**src/rtl/keypad_pkg.sv**
```systemverilog
// Shared types and the key map for the multi-tap keypad entry block.
package keypad_pkg;

    typedef enum logic [1:0] {
        SCAN,
        DEBOUNCE,
        PRESSED,
        RELEASE
    } scan_state_t;

    // size == 0 marks a key that has no letter group
    typedef struct packed {
        logic [7:0] base;
        logic [2:0] size;
    } key_map_t;

    localparam int unsigned KEY_MAP_DEPTH = 16;
    localparam int unsigned KEY_SUBMIT    = 12;
    localparam int unsigned KEY_CLEAR     = 13;

    localparam key_map_t KEY_MAP [KEY_MAP_DEPTH] = '{
        '{base: 8'h41, size: 3'd3},
        '{base: 8'h44, size: 3'd3},
        '{base: 8'h47, size: 3'd3},
        '{base: 8'h4A, size: 3'd3},
        '{base: 8'h4D, size: 3'd3},
        '{base: 8'h50, size: 3'd4},
        '{base: 8'h54, size: 3'd3},
        '{base: 8'h57, size: 3'd4},
        '{base: 8'h00, size: 3'd0},
        '{base: 8'h00, size: 3'd0},
        '{base: 8'h00, size: 3'd0},
        '{base: 8'h00, size: 3'd0},
        '{base: 8'h00, size: 3'd0},
        '{base: 8'h00, size: 3'd0},
        '{base: 8'h00, size: 3'd0},
        '{base: 8'h00, size: 3'd0}
    };

    // Keys beyond the table (large keypads) have no letter group.
    function automatic key_map_t key_lookup(input logic [5:0] idx);
        if (idx < 6'(KEY_MAP_DEPTH)) begin
            return KEY_MAP[idx[3:0]];
        end
        return '0;
    endfunction

endpackage

```
**src/rtl/keypad_scanner.sv**
```systemverilog
// Matrix keypad column scanner with press/release debounce; one key_event per debounced press.
module keypad_scanner
    import keypad_pkg::*;
#(
    parameter int unsigned NUM_ROWS        = 4,
    parameter int unsigned NUM_COLS        = 4,
    parameter int unsigned SCAN_CYCLES     = 2,
    parameter int unsigned DEBOUNCE_CYCLES = 4
) (
    input  logic                                  clk,
    input  logic                                  rst,
    input  logic [NUM_ROWS-1:0]                   row_in,
    output logic [NUM_COLS-1:0]                   col_out,
    output logic                                  key_event,
    output logic [$clog2(NUM_ROWS*NUM_COLS)-1:0]  key_code
);

    localparam int unsigned KEY_W  = $clog2(NUM_ROWS * NUM_COLS);
    localparam int unsigned COL_W  = $clog2(NUM_COLS);
    localparam int unsigned ROW_W  = $clog2(NUM_ROWS);
    localparam int unsigned SCAN_W = (SCAN_CYCLES > 1) ? $clog2(SCAN_CYCLES) : 1;
    localparam int unsigned DB_W   = (DEBOUNCE_CYCLES > 1) ? $clog2(DEBOUNCE_CYCLES) : 1;

    scan_state_t         state;
    logic [COL_W-1:0]    col_idx;
    logic [SCAN_W-1:0]   scan_cnt;
    logic [DB_W-1:0]     db_cnt;
    logic [NUM_ROWS-1:0] row_latch;
    logic [ROW_W-1:0]    row_idx_c;

    // Row bit NUM_ROWS-1 is row 0.
    always_comb begin
        row_idx_c = '0;
        for (int unsigned b = 0; b < NUM_ROWS; b++) begin
            if (row_latch[b]) begin
                row_idx_c = ROW_W'(NUM_ROWS - 1 - b);
            end
        end
    end

    always_ff @(posedge clk) begin
        if (rst) begin
            state     <= SCAN;
            col_idx   <= '0;
            col_out   <= {1'b1, {(NUM_COLS-1){1'b0}}};
            scan_cnt  <= '0;
            db_cnt    <= '0;
            row_latch <= '0;
            key_event <= 1'b0;
            key_code  <= '0;
        end else begin
            key_event <= 1'b0;
            unique case (state)
                SCAN: begin
                    if (scan_cnt == SCAN_W'(SCAN_CYCLES - 1)) begin
                        scan_cnt <= '0;
                        if ($onehot(row_in)) begin
                            row_latch <= row_in;
                            db_cnt    <= '0;
                            state     <= DEBOUNCE;
                        end else begin
                            col_idx <= (col_idx == COL_W'(NUM_COLS - 1)) ? '0 : col_idx + 1'b1;
                            col_out <= {col_out[0], col_out[NUM_COLS-1:1]};
                        end
                    end else begin
                        scan_cnt <= scan_cnt + 1'b1;
                    end
                end
                DEBOUNCE: begin
                    if (row_in == row_latch) begin
                        if (db_cnt == DB_W'(DEBOUNCE_CYCLES - 1)) begin
                            db_cnt <= '0;
                            state  <= PRESSED;
                        end else begin
                            db_cnt <= db_cnt + 1'b1;
                        end
                    end else begin
                        db_cnt <= '0;
                        state  <= SCAN;
                    end
                end
                PRESSED: begin
                    key_event <= 1'b1;
                    key_code  <= KEY_W'(row_idx_c * NUM_COLS + col_idx);
                    db_cnt    <= '0;
                    state     <= RELEASE;
                end
                RELEASE: begin
                    // Resume scanning at the column after the released key.
                    if (row_in == '0) begin
                        if (db_cnt == DB_W'(DEBOUNCE_CYCLES - 1)) begin
                            db_cnt   <= '0;
                            scan_cnt <= '0;
                            state    <= SCAN;
                            col_idx  <= (col_idx == COL_W'(NUM_COLS - 1)) ? '0 : col_idx + 1'b1;
                            col_out  <= {col_out[0], col_out[NUM_COLS-1:1]};
                        end else begin
                            db_cnt <= db_cnt + 1'b1;
                        end
                    end else begin
                        db_cnt <= '0;
                    end
                end
            endcase
        end
    end

endmodule

```
**src/rtl/multitap_keypad_entry.sv**
```systemverilog
// Keypad front end: scanner plus multi-tap letter entry with commit, submit and clear strobes.
module multitap_keypad_entry
    import keypad_pkg::*;
#(
    parameter int unsigned NUM_ROWS        = 4,
    parameter int unsigned NUM_COLS        = 4,
    parameter int unsigned SCAN_CYCLES     = 2,
    parameter int unsigned DEBOUNCE_CYCLES = 4,
    parameter int unsigned TAP_TIMEOUT     = 50
) (
    input  logic                                  clk,
    input  logic                                  rst,
    input  logic [NUM_ROWS-1:0]                   row_in,
    output logic [NUM_COLS-1:0]                   col_out,
    output logic [7:0]                            letter,
    output logic                                  letter_valid,
    output logic                                  submit,
    output logic                                  clear,
    output logic [7:0]                            pending_letter,
    output logic                                  pending_valid,
    output logic [$clog2(NUM_ROWS*NUM_COLS)-1:0]  key_code
);

    localparam int unsigned KEY_W   = $clog2(NUM_ROWS * NUM_COLS);
    localparam int unsigned TIMER_W = $clog2(TAP_TIMEOUT + 1);

    logic               key_event;
    logic [5:0]         key_idx_c;
    key_map_t           map_c;
    logic               is_letter_c;
    logic               is_submit_c;
    logic               is_clear_c;
    logic               timed_out_c;
    logic               same_key_c;
    logic [1:0]         next_tap_c;
    logic [KEY_W-1:0]   pending_key;
    logic [1:0]         tap_idx;
    logic [TIMER_W-1:0] tap_timer;

    keypad_scanner #(
        .NUM_ROWS        (NUM_ROWS),
        .NUM_COLS        (NUM_COLS),
        .SCAN_CYCLES     (SCAN_CYCLES),
        .DEBOUNCE_CYCLES (DEBOUNCE_CYCLES)
    ) u_scanner (
        .clk       (clk),
        .rst       (rst),
        .row_in    (row_in),
        .col_out   (col_out),
        .key_event (key_event),
        .key_code  (key_code)
    );

    // A same-key tap arriving exactly at the timeout is treated as a fresh tap.
    always_comb begin
        key_idx_c   = 6'(key_code);
        map_c       = key_lookup(key_idx_c);
        is_letter_c = key_event && (map_c.size != 3'd0);
        is_submit_c = key_event && (key_idx_c == 6'(KEY_SUBMIT));
        is_clear_c  = key_event && (key_idx_c == 6'(KEY_CLEAR));
        timed_out_c = pending_valid && (tap_timer == TIMER_W'(TAP_TIMEOUT));
        same_key_c  = pending_valid && (pending_key == key_code) && !timed_out_c;
        next_tap_c  = ((3'(tap_idx) + 3'd1) == map_c.size) ? 2'd0 : tap_idx + 2'd1;
    end

    always_ff @(posedge clk) begin
        if (rst) begin
            letter         <= '0;
            letter_valid   <= 1'b0;
            submit         <= 1'b0;
            clear          <= 1'b0;
            pending_letter <= '0;
            pending_valid  <= 1'b0;
            pending_key    <= '0;
            tap_idx        <= '0;
            tap_timer      <= '0;
        end else begin
            letter_valid <= 1'b0;
            submit       <= 1'b0;
            clear        <= 1'b0;
            if (pending_valid && !timed_out_c) begin
                tap_timer <= tap_timer + 1'b1;
            end

            if (is_letter_c) begin
                tap_timer <= '0;
                if (same_key_c) begin
                    tap_idx        <= next_tap_c;
                    pending_letter <= map_c.base + 8'(next_tap_c);
                end else begin
                    if (pending_valid) begin
                        letter       <= pending_letter;
                        letter_valid <= 1'b1;
                    end
                    pending_key    <= key_code;
                    tap_idx        <= '0;
                    pending_letter <= map_c.base;
                    pending_valid  <= 1'b1;
                end
            end else if (is_submit_c || is_clear_c || timed_out_c) begin
                // Clear drops the pending letter unless it had already timed out.
                if (timed_out_c || (is_submit_c && pending_valid)) begin
                    letter       <= pending_letter;
                    letter_valid <= 1'b1;
                end
                submit         <= is_submit_c;
                clear          <= is_clear_c;
                pending_valid  <= 1'b0;
                pending_letter <= '0;
                tap_idx        <= '0;
                tap_timer      <= '0;
            end
        end
    end

endmodule

```
**config.mk**
```make
export PLATFORM = sky130hd
export DESIGN_NAME = multitap_keypad_entry
export DESIGN_NICKNAME = d
export VERILOG_FILES = /design/src/rtl/keypad_pkg.sv /design/src/rtl/keypad_scanner.sv /design/src/rtl/multitap_keypad_entry.sv
export SDC_FILE = /design/constraint.sdc
export NUM_CORES = 1
export LEC_CHECK = 0
export CORE_MARGIN = 4
export CORE_UTILIZATION = 55
export DETAILED_ROUTE_END_ITERATION = 8
export PLACE_DENSITY_LB_ADDON = 0.25
export SYNTH_ARGS = -nofsm -noshare
export SYNTH_HDL_FRONTEND = slang
export SYNTH_SLANG_ARGS = --single-unit
export TNS_END_PERCENT = 100
```
**constraint.sdc**
```tcl
create_clock -name clk -period 5.1 [get_ports clk]
set_clock_uncertainty 0.05 [all_clocks]
set_input_delay 1.275 -clock clk [delete_from_list [all_inputs] [get_ports clk]]
set_output_delay 1.275 -clock clk [all_outputs]
set_load 0.05 [all_outputs]
```
==> results_dict.tcl, run 1 <==
set metrics [dict create \
    synth-edff-count 0 \
    vdd_drop_max_v 0.000176 \
    ys_ff_latch 50 \
    clockBufferDepth 2 \
    cts-resized-gates 0 \
    netlist_area_um2 2510 \
    ff_latch_area_um2 1000 \
    cp_max_fo 8 \
    worst_ep_required_time_ns 5.24 \
    core-area_um2 4380 \
    critPathCaptureType "register" \
    clkTransAtPathRegs_ns 0.09 \
    ys_warn_count 0 \
    ys_seq_area_share_pct 39.8 \
    fillCellCount 377 \
    drt_iter0_markers 110 \
    synthToLayoutAreaGrowth_pct 16.3 \
    cts_tree "done" \
    drtPass1Iterations 4 \
    die_y_um 75.6 \
    cts-root-buf "clkbuf_8" \
    crit_path_start_kind "primary input" \
    grt_first_pass_wirelength_um 7810 \
    postLayoutCellArea_um2 2920 \
    hp-class "register to register" \
    power_mw 0.725 \
    crit_chain "clkdlybuf4s50_1 -> inv_1 -> ha_1 -> ha_1 -> inv_1 -> fa_1 -> nand3_1 -> a32oi_4 -> nor2b_1 -> a211o_1" \
    wire_per_inst_um 13.3 \
    port_buffers 31 \
    dpl.cell_count 346 \
    crit_type "primary input to register" \
    ioPinCount 34 \
    tns_ns 0 \
    slowest_delay_ns 0.52 \
    fin_nets 327 \
    hold_buffers 0 \
    synth.avg_cell_area_um2 9.15 \
    synth_ff_type "dfxtp_1" \
    num_antenna_cells 0 \
    min_period_ns 3.50 \
    async_flop_share_pct 0 \
    synth_cell_types 47 \
    grt_start_max_net_pins 38 \
    wirelength_um 4720 \
    place.gp.congestion 0.877 \
    grt_pass1_vias 1758 \
    slowest_stage "clkdlybuf4s50_1" \
    cts.sinks 50 \
    setup_viol 0 \
    syn_inst 275 \
    dpl_cell_area_um2 2830 \
    powerDensity_nw_per_um2 248 \
    vias_per_cell 5.44 \
    rsz0062_at_grt "false" \
    slew_headroom_pct 54.5 \
    hold_ws_ns 0.426 \
    worstMarginPinSlew_ns 0.681 \
    numCtsBuffers 5 \
    antenna_found_initial 0 \
    overflow 0 \
    crit_family "adder cells" \
    initial_utilization_pct 57.4 \
    fmax_mhz 285 \
    post-route-period-util_pct 68.7 \
    post_cts.repair.setup_buffers 0 \
    final_hold_viol_count 0 \
    crit_arrival_ns 3.65 \
    htreeDepth 2 \
    drive_above_1_share_pct 5.30 \
    dieArea_um2 5720 \
    dp_hpwl_um 3450 \
    slew_violations 0 \
    clock_latency_ns 0.30 \
    vias 1925 \
    multi_input_area_um2 1400 \
    p_leak_nw 1.21 \
    ant_nets 0 \
    drc 0 \
    rows 24 \
    cap_violations 0 \
    run_status "finished clean" \
    die_x_um 75.6 \
    final_cells 354 \
    path_buf_inv 3 \
    rrSetupSlack_ns 2.55 \
    grt_use_total_pct 17.6 \
]
-- synth_stat cells (all sizes together) (3+ instances only) --
cell	instances	area (um^2)
nand2	12	47.6
xnor2	7	61.3
a21boi	3	26.3
nand4	4	25.0
nor3	3	15.0
nor2	49	186
and3	3	18.8
mux2i	20	200
nor2b	3	18.8
a21oi	15	75.1
a211oi	4	30.0
buf	8	50.0
xor2	10	87.6
dfxtp	50	1000
nand3	9	45.0
nand2b	7	43.8
nor3b	4	35.0
o21ai	5	25.0
ha	18	225
inv	12	45.0
clkbuf	6	22.5
-- logic make-up after synthesis --
family | after synthesis | share of synthesized area, %
AO/OA/AOI/OAI | 40 | 11.2
XOR/XNOR | 17 | 5.92
adder cells (fa/ha/maj) | 20 | 10.5
buffers and inverters | 26 | 4.68
flip-flops | 50 | 39.8
multiplexers | 20 | 7.96
other | 1 | 0.149
AND/OR/NAND/NOR | 101 | 19.8
-- where the power goes --
| group | total, mW | switching (mW) | internal (mW) |
|---|---|---|---|
| logic | 0.0794 | 0.0475 | 0.0319 |
| registers | 0.410 | 0.0107 | 0.399 |
| clock network | 0.236 | 0.127 | 0.109 |
| total | 0.725 | 0.185 | 0.540 |
-- state kept, by name, indices dropped and copies added, names as in the netlist, named ones only --
name,flops
u_scanner.scan_cnt,1
pending_key,4
pending_letter,7
u_scanner.state,1
u_scanner.key_event,1
submit,1
letter,7
u_scanner.row_latch,4
clear,1
u_scanner.col_out,4
pending_valid,1
tap_timer,6
u_scanner.key_code,4
u_scanner.db_cnt,2
letter_valid,1
tap_idx,2
u_scanner.col_idx,2
-- layout by cell type (no fill, tap or decap), types with 2 or more instances in the layout --
cell             Yosys  routed
xor2_1              10      10
o21ai_1              3       3
nor2_1              48      48
and3_1               3       3
nor3b_1              3       3
a31oi_1              2       2
nand3b_1             2       2
inv_1               12      12
nand3_1              9       9
a21oi_1             15      15
nand4_1              4       4
fa_1                 2       2
a22o_1               2       2
nor3_1               3       3
xnor2_1              7       7
ha_1                18      18
o211ai_1             2       2
nand2_1             11      11
nor2b_1              3       3
dfxtp_1             50      50
a21boi_0             2       2
nand2b_1             7       7
clkbuf_8             0       6
mux2i_1             20      20
o21ai_0              2       2
clkdlybuf4s50_1      0      31
conb_1               1       2
a211oi_1             4       4
-- worst register-to-register path: cells and delay by family (launching register included) --
family / cells / cell delay (ns)
simple gates: 1 / 0.15
buf+inv: 1 / 0.13
flops: 1 / 0.52
fa+ha+maj: 2 / 0.58
xor+xnor: 1 / 0.15
compound gates: 4 / 0.91
-- final cells by class --
type / count / area share [%]
inverter: 12 / 1.54
timing repair buffer: 32 / 10.9
tap: 52 / 2.23
sequential: 50 / 34.2
multi-input combinational: 200 / 47.9
clock inverter: 2 / 0.428
clock buffer: 6 / 2.82
-- stage by stage --
step / setup WS, ns / util, %
4_1_cts: 1.60 / 66.7
5_1_grt: 1.45 / 66.7
2_1_floorplan: 1.97 / -
3_5_place_dp: 1.27 / 64.5
3_3_place_gp: 1.35 / 64.5
6_report: 1.60 / 66.7
-- routing by layer --
metal  up-vias  wire length [um]  GRT usage [%]
li1        986                 -              -
met1       898              2410           24.8
met2        37              2100           27.3
met3         4               163           4.35
met4         0                42           4.08
met5         -                 0              0
-- path summary, 6_finish.rpt --
path	cells after the start	startpoint	end
setup reg to reg	9	u_scanner.key_code[0]	pending_letter[3]
hold / removal	2	pending_letter[2]	pending_letter[2]
hold reg to reg	2	pending_letter[2]	pending_letter[2]
setup / recovery	10	row_in[2]	u_scanner.col_out[3]
Note: power is estimated with default switching activity, not from simulation.
==> inputs of run 2 (changes only) <==
--- a/config.mk
+++ b/config.mk
@@ -6,7 +6,7 @@
 export NUM_CORES = 1
 export LEC_CHECK = 0
 export CORE_MARGIN = 4
-export CORE_UTILIZATION = 55
+export CORE_UTILIZATION = 49
 export DETAILED_ROUTE_END_ITERATION = 8
 export PLACE_DENSITY_LB_ADDON = 0.25
 export SYNTH_ARGS = -nofsm -noshare
==> constraint.sdc (replaced) <==
create_clock -name clk -period 2.9 [get_ports clk]
set_clock_uncertainty 0.05 [all_clocks]
set_input_delay 0.725 -clock clk [delete_from_list [all_inputs] [get_ports clk]]
set_output_delay 0.725 -clock clk [all_outputs]
set_load 0.05 [all_outputs]
==> run 2 against run 1 <==
Sequential cell count did not move; via count is 1.6% higher; sequential share of layout area shrank 1.7 points; total power is 86% higher; critical endpoint unchanged; register-to-register slack lost 2.1 ns; critical path type unchanged; clock power increased by 100%.
==> results_dict.tcl, run 2 (synthesis results as in run 1) <==
set metrics [dict create \
    num_antenna_cells 0 \
    antenna_found_initial 0 \
    cts_tree "done" \
    fmax_mhz 396 \
    worstMarginPinSlew_ns 0.529 \
    port_buffers 31 \
    drive_above_1_share_pct 9.55 \
    clkTransAtPathRegs_ns 0.09 \
    dpl_worst_slack_ns -0.296 \
    crit_type "primary input to register" \
    run_status "finished clean" \
    drc 0 \
    initial_utilization_pct 51.9 \
    sw_frac_of_total_pct 24.3 \
    wirelength_um 5010 \
    rsz0062_at_grt "false" \
    pwr-share-seq_pct 53.2 \
    setup_viol 0 \
    hp-class "register to register" \
    overflow 0 \
    grt_first_pass_wirelength_um 8410 \
    drt_iter0_markers 163 \
    place.gp.congestion 0.815 \
    die_y_um 79.6 \
    rr_worst_depth 9 \
    die_x_um 79.6 \
    hold_buffers 0 \
    core-area_um2 4850 \
    reg2reg_from "u_scanner.key_code[1]" \
    comb_power_share_pct 11.4 \
    utilization_pct 63.4 \
    dp_hpwl_um 3800 \
    hold_ws_ns 0.420 \
    final_hold_viol_count 0 \
    vias 1956 \
    crit_path_start_kind "primary input" \
    grt_use_total_pct 16.5 \
    cap_violations 0 \
    min_period_ns 2.53 \
    grt_pass1_vias 1870 \
    power_mw 1.35 \
    reg.largest.list "letter x7, pending_letter x7, tap_timer x6" \
    drtPass1Iterations 4 \
    cts.sinks 50 \
    wire_per_inst_um 13.1 \
    synthToLayoutAreaGrowth_pct 22.3 \
    postLayoutCellArea_um2 3080 \
    p_leak_nw 1.31 \
    dieArea_um2 6340 \
    power.internal_mw 1.02 \
    powerDensity_nw_per_um2 439 \
    post-route-period-util_pct 87.1 \
    p_clk_share_pct 35.4 \
    p_sw_mw 0.328 \
    cts-root-buf "clkbuf_8" \
    rrSetupSlack_ns 0.46 \
    cp_max_fo 8 \
    vias_per_cell 5.13 \
    grt_start_max_net_pins 19 \
    layout_setup_ws_ns 0.374 \
    rows 25 \
    numCtsBuffers 5 \
    ioPinCount 34 \
    r2r_end "pending_letter[3]" \
    final_common_cell "dfxtp_1" \
    ant_nets 0 \
    slew_violations 0 \
    dpl_cell_area_um2 2930 \
    fin_nets 339 \
    layout_common_cells "dfxtp_1 (50), nor2_1 (48), clkdlybuf4s50_1 (27)" \
    htreeDepth 2 \
    hold_path_startpoint "pending_letter[0]" \
    vdd_drop_max_v 0.000296 \
    crit_arrival_ns 2.67 \
    fillCellCount 434 \
    clock_latency_ns 0.30 \
    worst_ep_required_time_ns 3.04 \
    hold_end "pending_letter[0]" \
    clockBufferDepth 2 \
    min_path_cells 2 \
    critPathCaptureType "register" \
    slew_headroom_pct 64.6 \
]
-- run 2: cell count changes in the layout (fill, tap and decap cells not counted), sizes merged --
cell           previous run  this run
buf                       1        13
clkdlybuf4s50            31        27
dlymetal6s2s              0         4
bufinv                    0         1
clkinv                    1         0
-- run 2: worst max path at each step --
stage                           from                    to  slack [ns]  cells past startpoint
6_report                   row_in[3]  u_scanner.col_out[3]        0.37                     10
3_5_place_dp               row_in[2]  u_scanner.col_out[3]       -0.30                     10
5_1_grt        u_scanner.key_code[1]     pending_letter[3]        0.24                      9
3_3_place_gp               row_in[2]  u_scanner.col_out[3]       -0.25                     10
4_1_cts                    row_in[2]  u_scanner.col_out[3]        0.04                     10
2_1_floorplan  u_scanner.key_code[0]     pending_letter[3]        0.29                      9
-- run 2: area by class of cell --
cell class / instances / area, um^2 / area share [%]
multi-input cells: 200 / 1420 / 46.1
well taps: 67 / 83.8 / 2.73
repair buffers: 44 / 418 / 13.6
clock inverters: 2 / 37.5 / 1.22
clock buffers: 6 / 72.6 / 2.36
inverters: 12 / 45.0 / 1.46
flip-flops and latches: 50 / 1000 / 32.5
-- run 2: per-stage QoR --
stage	std cells	setup TNS, ns
floorplan	276	0
global placement	372	-1.70
detailed placement	372	-2.00
CTS	380	0
global route	381	0
finish	381	0
-- run 2: metal layers --
| layer | vias to the layer above | share of wire [%] | wire length [um] | GRT usage (%) |
|---|---|---|---|---|
| li1 | 1006 | - | - | - |
| met1 | 907 | 49 | 2470 | 22.4 |
| met2 | 40 | 46 | 2320 | 26.4 |
| met3 | 3 | 3.7 | 184 | 3.16 |
| met4 | 0 | 0.58 | 29 | 5.15 |
| met5 | - | 0 | 0 | 0 |
-- run 2: repair_timing --
| item | 4_1_cts | 5_1_grt |
|---|---|---|
| buffers inserted | 0 | 1 |
| hold endpoints to repair | 0 | 0 |
| resized for setup | 0 | 7 |
| setup endpoints to repair | 0 | 4 |
-- run 2: power by group through the flow --
stage / combinational (mW) / clock [mW] / sequential, mW
floorplan: 0.0925 / 0 / 0.748
global placement: 0.143 / 0 / 0.735
detailed placement: 0.146 / 0 / 0.735
CTS: 0.147 / 0.498 / 0.720
global route: 0.168 / 0.526 / 0.723
finish: 0.154 / 0.478 / 0.719
-- run 2: worst max-delay path, stage by stage --
cell and delay, ns:
dlymetal6s2s_1 0.10, inv_1 0.09, ha_4 0.27, ha_1 0.12, inv_1 0.05, fa_1 0.53, nand3_2 0.09, a32oi_4 0.34
nor2b_1 0.09, a211o_1 0.27
==> inputs of run 3 (changes only) <==
--- a/config.mk
+++ b/config.mk
@@ -8,6 +8,7 @@
 export CORE_MARGIN = 4
 export CORE_UTILIZATION = 49
 export DETAILED_ROUTE_END_ITERATION = 8
+export MAX_ROUTING_LAYER = met4
 export PLACE_DENSITY_LB_ADDON = 0.25
 export SYNTH_ARGS = -nofsm -noshare
 export SYNTH_HDL_FRONTEND = slang
==> run 3 against run 2 <==
Design area is the same; combinational power is essentially flat; highest routed layer unchanged; sequential cell count is the same; global-route usage grew 0.42 points; critical path type unchanged; register-to-register slack is essentially flat.
==> results_dict.tcl, run 3 (synthesis results as in run 1) <==
set metrics [dict create \
    final_common_cell "dfxtp_1" \
    setup_viol 0 \
    comb_power_share_pct 11.4 \
    vias_per_cell 5.11 \
    crit_start "row_in[3]" \
    pwr-share-seq_pct 53.2 \
    hp-class "register to register" \
    initial_utilization_pct 51.9 \
    hold_path_startpoint "pending_letter[0]" \
    clkTransAtPathRegs_ns 0.09 \
    worstMarginPinSlew_ns 0.529 \
    cp_max_fo 8 \
    min_period_ns 2.53 \
    worst_ep_required_time_ns 3.04 \
    numCtsBuffers 5 \
    cap_violations 0 \
    vdd_drop_max_v 0.000296 \
    busiest_layer "met2" \
    dieArea_um2 6340 \
    hold_buffers 0 \
    dp_hpwl_um 3800 \
    p_leak_nw 1.31 \
    fmax_mhz 396 \
    overflow 0 \
    tns_ns 0 \
    slowest_stage "fa_1" \
    clock_latency_ns 0.30 \
    synthToLayoutAreaGrowth_pct 22.3 \
    crit_chain "dlymetal6s2s_1 -> inv_1 -> ha_4 -> ha_1 -> inv_1 -> fa_1 -> nand3_2 -> a32oi_4 -> nor2b_1 -> a211o_1" \
    grt_use_total_pct 16.9 \
    place.gp.congestion 0.827 \
    grt_first_pass_wirelength_um 8390 \
    fin_nets 339 \
    cp_common_cell "inv_1" \
    ant_nets 0 \
    slowest_delay_ns 0.53 \
    drc 0 \
    htreeDepth 2 \
    port_buffers 31 \
    reg.largest.list "letter x7, pending_letter x7, tap_timer x6" \
    cts.sinks 50 \
    p_clk_share_pct 35.4 \
    drt_iter0_markers 164 \
    die_y_um 79.6 \
    grtUsageMet2_pct 26.4 \
    crit_path_start_kind "primary input" \
    core-area_um2 4850 \
    grt_pass1_vias 1874 \
    post-route-period-util_pct 87.2 \
    layout_common_cells "dfxtp_1 (50), nor2_1 (48), clkdlybuf4s50_1 (27)" \
    num_antenna_cells 0 \
    vias 1948 \
    sw_frac_of_total_pct 24.3 \
    power.internal_mw 1.02 \
    crit_arrival_ns 2.67 \
    crit_type "primary input to register" \
    wire_per_inst_um 13.2 \
    wirelength_um 5020 \
    grt_start_max_net_pins 19 \
    p_sw_mw 0.328 \
    final_hold_viol_count 0 \
    cts-root-buf "clkbuf_8" \
    power_mw 1.35 \
    cts_tree "done" \
    drive_above_1_share_pct 9.55 \
    antenna_found_initial 0 \
    met3_usage_pct 3.16 \
    rows 25 \
    rsz0062_at_grt "false" \
    clockBufferDepth 2 \
    grt_use_met1_pct 22.3 \
    critPathCaptureType "register" \
    reg2reg_from "u_scanner.key_code[1]" \
    powerDensity_nw_per_um2 439 \
    rrSetupSlack_ns 0.46 \
    slew_violations 0 \
    ioPinCount 34 \
    drtPass1Iterations 4 \
    die_x_um 79.6 \
    slew_headroom_pct 64.6 \
    run_status "finished clean" \
]
## run 3: cell counts in the layout (fill, tap and decap cells not counted)
Identical to the previous run, type by type.
## run 3: path summary, 6_finish.rpt
| check | endpoint | cells after the start |
|---|---|---|
| min | pending_letter[0] | 2 |
| min reg2reg | pending_letter[0] | 2 |
| max reg2reg | pending_letter[3] | 9 |
| max | u_scanner.col_out[3] | 10 |
## run 3: power groups by stage
stage / clock (mW) / combinational (mW) / sequential [mW]
2_1_floorplan: 0 / 0.0925 / 0.748
3_3_place_gp: 0 / 0.143 / 0.735
3_5_place_dp: 0 / 0.146 / 0.735
4_1_cts: 0.498 / 0.147 / 0.720
5_1_grt: 0.524 / 0.168 / 0.723
6_report: 0.478 / 0.154 / 0.719
## run 3: routing by layer
| metal | up-vias | part of all wire, % |
|---|---|---|
| li1 | 1007 | - |
| met1 | 899 | 49 |
| met2 | 37 | 46 |
| met3 | 5 | 3.8 |
| met4 | 0 | 1.0 |
| met5 | - | 0 |
## run 3: per-stage QoR
step | cells | cell area (um^2) | util [%] | hold slack (ns) | setup slack (ns)
after floorplan | 276 | 2520 | - | 0.396 | 0.291
after global placement | 372 | 2930 | 60.4 | 0.408 | -0.251
after detailed placement | 372 | 2930 | 60.4 | 0.411 | -0.296
after CTS | 380 | 3040 | 62.7 | 0.423 | 0.0381
after global routing | 381 | 3080 | 63.4 | 0.461 | 0.244
final | 381 | 3080 | 63.4 | 0.420 | 0.372
## run 3: what timing repair did
item / CTS / global route
buffers inserted: 0 / 1
setup endpoints to repair: 0 / 4
resized for setup: 0 / 7
## run 3: cell type report
| class | count | area, um^2 |
|---|---|---|
| clock buffer | 6 | 72.6 |
| sequential | 50 | 1000 |
| timing repair buffer | 44 | 418 |
| clock inverter | 2 | 37.5 |
| inverter | 12 | 45.0 |
| fill | 434 | 1770 |
| multi-input combinational | 200 | 1420 |
| tap | 67 | 83.8 |
## run 3: critical path, delay by kind of cell
kind / cells / cell delay (ns)
compound gates: 2 / 0.61
fa+ha+maj: 3 / 0.92
buf+inv: 3 / 0.24
simple gates: 2 / 0.18
